File: config.mk
export PLATFORM = sky130hd
export DESIGN_NAME = smg_scan_module
export DESIGN_NICKNAME = d
export VERILOG_FILES = /design/src/rtl/smg_scan_module.sv
export SDC_FILE = /design/constraint.sdc
export NUM_CORES = 1
export LEC_CHECK = 0
export ABC_AREA = 1
export BUFFER_PORTS_ARGS = -buffer_cell sky130_fd_sc_hd__buf_2
export CORE_MARGIN = 2
export CORE_UTILIZATION = 40
export CTS_CLUSTER_DIAMETER = 50
export DETAILED_ROUTE_END_ITERATION = 6
export HOLD_SLACK_MARGIN = 0.03
export PLACE_DENSITY = 0.68
export SYNTH_ARGS = -nofsm -noshare
export SYNTH_HDL_FRONTEND = slang
export SYNTH_SLANG_ARGS = --single-unit
File: constraint.sdc
create_clock -name CLK -period 2.27 [get_ports CLK]
set_input_delay 0.1135 -clock CLK [delete_from_list [all_inputs] [get_ports CLK]]
set_output_delay 0.1135 -clock CLK [all_outputs]
set_load 0.02 [all_outputs]
File: src/rtl/smg_scan_module.sv
// Four-digit common-anode 7-segment scanner: frame-latched BCD snapshot, per-slot ghost blanking,
// decimal points, leading-zero blanking and a '-' marker for non-BCD nibbles. Outputs lag the slot counter by one cycle.
module smg_scan_module #(
  parameter int T_SCAN  = 50_000,
  parameter int T_BLANK = 500
) (
  input  logic        CLK,
  input  logic        RST,
  input  logic [15:0] NumberSig,
  input  logic [3:0]  DotSig,
  input  logic        LzbEn,
  output logic [7:0]  Smg_Data,
  output logic [3:0]  Scan_Sig,
  output logic        FrameDone
);

  localparam int CW = (T_SCAN > 1) ? $clog2(T_SCAN) : 1;

  logic [CW-1:0] c1;
  logic [1:0]    idx;
  logic [15:0]   shNum;
  logic [3:0]    shDot;
  logic          shLzb;

  logic          slotEnd;
  logic          frameEnd;
  logic          onPhase;
  logic          lzbBlank;
  logic [3:0]    nib;
  logic [7:0]    segPat;

  assign slotEnd  = (c1 == CW'(T_SCAN - 1));
  assign frameEnd = slotEnd && (idx == 2'd3);
  assign onPhase  = (c1 >= CW'(T_BLANK));

  always_comb begin
    nib      = 4'h0;
    lzbBlank = 1'b0;
    case (idx)
      2'd0: nib = shNum[3:0];
      2'd1: nib = shNum[7:4];
      2'd2: nib = shNum[11:8];
      2'd3: nib = shNum[15:12];
      default: nib = 4'h0;
    endcase

    // A digit is blanked only when it and every digit to its left are zero.
    case (idx)
      2'd3: lzbBlank = shLzb && (shNum[15:12] == 4'h0);
      2'd2: lzbBlank = shLzb && (shNum[15:8]  == 8'h00);
      2'd1: lzbBlank = shLzb && (shNum[15:4]  == 12'h000);
      default: lzbBlank = 1'b0;
    endcase

    case (nib)
      4'h0: segPat = 8'hC0;
      4'h1: segPat = 8'hF9;
      4'h2: segPat = 8'hA4;
      4'h3: segPat = 8'hB0;
      4'h4: segPat = 8'h99;
      4'h5: segPat = 8'h92;
      4'h6: segPat = 8'h82;
      4'h7: segPat = 8'hF8;
      4'h8: segPat = 8'h80;
      4'h9: segPat = 8'h90;
      default: segPat = 8'hBF;
    endcase
    if (shDot[idx]) segPat[7] = 1'b0;
  end

  always_ff @(posedge CLK) begin
    if (RST) begin
      c1        <= '0;
      idx       <= 2'd0;
      shNum     <= 16'h0000;
      shDot     <= 4'h0;
      shLzb     <= 1'b0;
      Scan_Sig  <= 4'hF;
      Smg_Data  <= 8'hFF;
      FrameDone <= 1'b0;
    end else begin
      c1        <= slotEnd ? '0 : c1 + 1'b1;
      FrameDone <= frameEnd;
      if (slotEnd) idx <= idx + 2'd1;
      // Shadow update lands together with the wrap, so digit 0 of the next frame sees it.
      if (frameEnd) begin
        shNum <= NumberSig;
        shDot <= DotSig;
        shLzb <= LzbEn;
      end
      if (onPhase && !lzbBlank) begin
        Scan_Sig <= ~(4'b0001 << idx);
        Smg_Data <= segPat;
      end else begin
        Scan_Sig <= 4'hF;
        Smg_Data <= 8'hFF;
      end
    end
  end

endmodule
Yosys cells after proc, flatten, opt, wreduce, memory -nomap -nowiden
Memories as Yosys holds them, arrays and structs flattened. A register that Yosys moved wholly into a read port is not among the register bits.
Index checks and enable logic that the tools add are counted.
- add/sub/neg operators: 2
- $lt $le $gt $ge: 2
- equality and inequality tests: 4
- shift-type cells: 1
- muxes and demuxes: 5
- bitwise logic cells: 2
- reductions and logical operators: 12
- operators by type and width (kind ; number):
    adder 16 x 1 -> 16 bit, second input constant ; 1
    equality test 16 bit, second input constant ; 1
    greater-or-equal comparator 16 x 9 -> 1 bit, second input constant ; 1
    case mux 4 bit (4 select lines) ; 1
    logical NOT 12 bit ; 1
    logical NOT 8 bit ; 1
    logical AND 1 bit ; 5
    equality test 2 bit, second input constant ; 2
    logical NOT 4 bit ; 1
    NOT 4 bit ; 1
    OR reduction 2 bit ; 2
    left shift 1 x 2 -> 4 bit, first input constant ; 1
    < comparator 2 x 3 -> 1 bit, second input constant ; 1
    case mux 1 bit (3 select lines) ; 1
    adder 2 x 1 -> 2 bit, second input constant ; 1
    binary-select mux 1 bit (select 2 bit) ; 1
    equality test 2 x 1 -> 1 bit, second input constant ; 1
    logical NOT 2 bit ; 1
    2-to-1 mux 1 bit ; 2
    logical NOT 1 bit ; 1
    NOT 1 bit ; 1
- flip-flop bits (word level): 52
- memory bits (read-only): 112
- bits of input ports: 23
- output and inout port bits: 13
- word-level logic and storage cells: 37
- memories: 1
- memories (memory ; words ; width ; rd ports ; clocked after memory_dff ; wr ports ; RTL line ; RTL):
    (no name shown) ; 16 ; 7 ; 1 ; 1 ; 0 ; 55 ; case (nib)

Depth between registers and ports, before layout
- depth after elaboration: 7
- gate-level depth with buffers: 14
- depth with buffers taken out: 14

Least setup slack after synthesis
Ideal clock, no wire load.
- path type: register to register
- from: register idx[0]
- to: register Smg_Data[5]
- library setup time: 0.116 ns
- arrival: 1.780 ns
- required time: 2.154 ns
- path slack: 0.373 ns
- cell stages (with the launch flop): 14
- buffers on the path: 0
- period minus slack after synthesis: 1.897 ns
- cell sequence: dfxtp_1 -> inv_1 -> ha_1 -> inv_2 -> nand2_1 -> o21ai_1 -> inv_1 -> ha_1 -> inv_1 -> nand3_1 -> nand2_1 -> nor2_1 -> nor2_1 -> nand2_1
- longest elaborated chain between the ends: 6
- elaborated cells between the ends (all ways): 10
- classes of those cells: eq/ne: 3; mux: 2; bitwise: 1; reduce/logical: 4
- ends and longest elaborated chain (item ; RTL line ; RTL):
    from (decl) ; 20 ; logic [1:0] idx;
    from (signal assigned) ; 84 ; if (slotEnd) idx <= idx + 2'd1;
    equality test 2 x 1 -> 1 bit or equality test 2 bit (tied branches) ; 39, 48 ;
    case mux 1 bit (3 select lines) ; 48 ; case (idx)
    logical NOT 1 bit ; 91 ; if (onPhase && !lzbBlank) begin
    logical AND 1 bit ; 91 ;
    NOT 1 bit (no source line) ; -- ;
    OR reduction 2 bit (no source line) ; -- ;
    to (decl) ; 12 ; output logic [7:0] Smg_Data,
Parallel ways exist; a longest one is shown, timed or not.
A chain may end at the register's enable or synchronous reset.

Final worst setup path
Same ends and word-level chain as after synthesis.

==> key figures <==
Timing
  • Setup violations, final: 0
  • Final Hold Fails: 0
  • Slew headroom: 0.7360
  • Slew @ Worst Pin: 0.3960 ns
  • Achievable clock frequency: 0.4991 GHz
  • Minimum clock period: 2.004 ns
  • Period utilisation layout: 0.8827
  • Setup Skew: 0.01339 ns
  • Setup_tns: 0 ns
  • RSZ-0062 raised after global routing: no
  • Final WS setup: 0.2663 ns
  • Hold Worst Slack: 0.03864 ns
  • Max-slew violations: 0

Clocking
  • CTS tree: done
  • Clk_lat worst skew: 0.30 ns
  • H-tree depth: 2
  • Number of buffers created by CTS: 5
  • Clk slew on worst S/H paths: 0.10 ns
  • Clk buf depth: 2
  • CTS sink cnt: 52
  • Root cell of the clock tree: clkbuf_8

Yosys
  • Synth Warn #: 0
  • Post-synthesis sequential area ratio: 0.3904
  • Cell taking the most area after synthesis: dfxtp_1
  • Area share of the largest cell type after synthesis: 0.3904
  • Syn Area/Cell: 6.802 um2
  • Largest cells by area after synthesis: dfxtp_1 39%, nand2_1 14%, inv_1 11%, nor2_1 7.7%, ha_1 5.6%
  • Synthesized cell area: 2666 um2
  • Syn_nets: 427
  • Yosys cell types: 29
  • Yosys reg bits: 52
  • Post-synthesis cell count: 392

Floorplanning
  • Row count: 29
  • Die Height: 85.65 um
  • Initial core utilization: 0.4175
  • # IOs: 36
  • Die W: 85.65 um
  • Total Die Area: 7335 um2
  • Core Region: 6386 um2

Routing
  • Via Count: 2291
  • Final WL: 5200 um
  • Antenna-violating nets left: 0
  • Initial DRC count: 112
  • Via-to-Cell Ratio: 4.510
  • DRC violations left: 0
  • Drt pass-1 iters: 4
  • Routed len/inst: 10.24 um

Setup path
  • Worst endpoint required time: 2.46 ns
  • Worst-path fanout max: 7
  • R2R setup slack: 0.27 ns
  • Worst setup path startpoint: idx[0]$_SDFFE_PP0P_
  • R2R Path Start: idx[0]$_SDFFE_PP0P_
  • Path type of the worst setup path: reg -> reg
  • Crit path launch type: register
  • WP data arrival: 2.19 ns
  • Crit end category: register

Final layout
  • Area delta synth->final: 13.66%
  • Commonest non-fill, non-tap cells in the layout: 96 x nand2_1, 77 x inv_1, 54 x nor2_1
  • Final Non-Filler Cells: 508
  • Filler Cell Count: 651
  • Util after Layout: 0.4745
  • Layout cells sized above 1: 0.1462
  • Sequential standard cell area: 1041 um2
  • Layout Nets: 465
  • Commonest non-fill, non-tap cell in the layout: nand2_1
  • Final non-filler cell area: 3030 um2
  • Antenna Cells: 0
  • Area occupied by multi-input gates: 1267 um2

Pwr
  • PnR Total Power: 1.629 mW
  • Pleak: 1.397 nW
  • PD cells: 537.4 nW/um2
  • Peak supply drop: 0.3508 mV

GRT
  • Global-route wire length before repair: 9425 um
  • Pin count of the biggest net entering global routing: 43
  • Initial antenna violation count: 0
  • GRT met2 Usage: 0.2848
  • Vias in the first global route: 2241
  • Grt met1 use: 0.1908
  • M3 GR Usage: 0.02214
  • Total Routing Usage GR: 0.1555
  • Gr busiest metal: met2
  • GR Overflow Total: 0

Place
  • Post-DP Area: 2893 um2
  • Cells after DPL: 499
  • GP Congestion: 0.8483
  • Number of port buffers: 35
  • Place WS: 0.1722 ns
  • Post-DP HPWL: 3952 um

Hold path
  • Min-Delay Path Class: in -> reg
  • Worst min-delay path startpoint: NumberSig[6]

Outcome
  • Status: complete, no violations

Run
  • Max Cap Viol: 0
==> path summary, 6_finish.rpt <==
check	cells past startpoint	end
max	13	Smg_Data[5]$_SDFF_PP1_
min reg2reg	1	c1[0]$_SDFF_PP0_
min	3	shNum[6]$_SDFFE_PP0P_
max reg2reg	13	Smg_Data[5]$_SDFF_PP1_
==> critical path: stages, from the launching register on <==
cell and delay [ns]:
dfxtp_1 0.41, inv_1 0.14, ha_1 0.26, inv_2 0.11, nand2_1 0.08, o21ai_2 0.23
inv_1 0.11, ha_1 0.20, inv_1 0.05, nand3_1 0.08, nand2_1 0.07, nor2_1 0.04
nor2_1 0.08, nand2_1 0.05
==> logic make-up after synthesis <==
family | count (synthesis) | synth area share
AOI/OAI and AO/OA | 41 | 0.08212
xor gates and xnor gates | 5 | 0.01642
adders and majority gates | 12 | 0.05631
buffers and inverters | 87 | 0.1366
DFF | 52 | 0.3904
and+or+nand+nor | 195 | 0.3182
==> layout make-up <==
type / instances / share of cell area
Multi-Input combinational cell: 253 / 0.4183
Clock inverter: 2 / 0.01280
Inverter: 79 / 0.09785
Tap cell: 77 / 0.03179
Clock buffer: 6 / 0.02725
Sequential cell: 52 / 0.3435
Timing Repair Buffer: 39 / 0.06854
==> power by group <==
| group | internal (mW) | switching (mW) | total [mW] |
|---|---|---|---|
| sequential | 0.916 | 0.00423 | 0.920 |
| combinational | 0.0256 | 0.0266 | 0.0522 |
| clock | 0.361 | 0.296 | 0.656 |
==> metal layers <==
layer / up-vias / share of wire / routed length (um)
met1: 991 / 0.49 / 2562
met2: 32 / 0.47 / 2423
met3: 4 / 0.030 / 158
met5: - / 0 / 0
li1: 1264 / - / -
met4: 0 / 0.010 / 54
==> synth_stat cells <==
cell type and n:
nand2_1 96, buf_6 4, nor2_4 1, inv_2 2
nand4_4 1, nor3_1 5, nand3_1 20, xnor2_1 4
ha_1 12, nor3_2 1, buf_4 2, o21ai_0 4
a21oi_2 1, nor2_2 2, or2_2 1, dfxtp_1 52
o21a_1 1, nand4_1 6, a21oi_1 11, o21ai_2 2
inv_1 77, nor2_1 55, clkbuf_1 2, o21ai_1 22
xor2_1 1, nor3b_1 2, nand3_2 3, nand2_2 1
nor4_1 1
==> repair_timing <==
action / in CTS / in global routing
endpoints found under the hold margin: 2 / 0
resized for setup: 0 / 2
hold buffers: 1 / 0
setup buffers: 0 / 0
endpoints found under the setup margin: 0 / 3
==> flip-flops by register name, summed over array words and instances, names as in the netlist <==
signal / flops
Scan_Sig: 4
shDot: 4
Smg_Data: 8
FrameDone: 1
shLzb: 1
shNum: 16
c1: 16
idx: 2
Power figures use the tool's default switching activity.
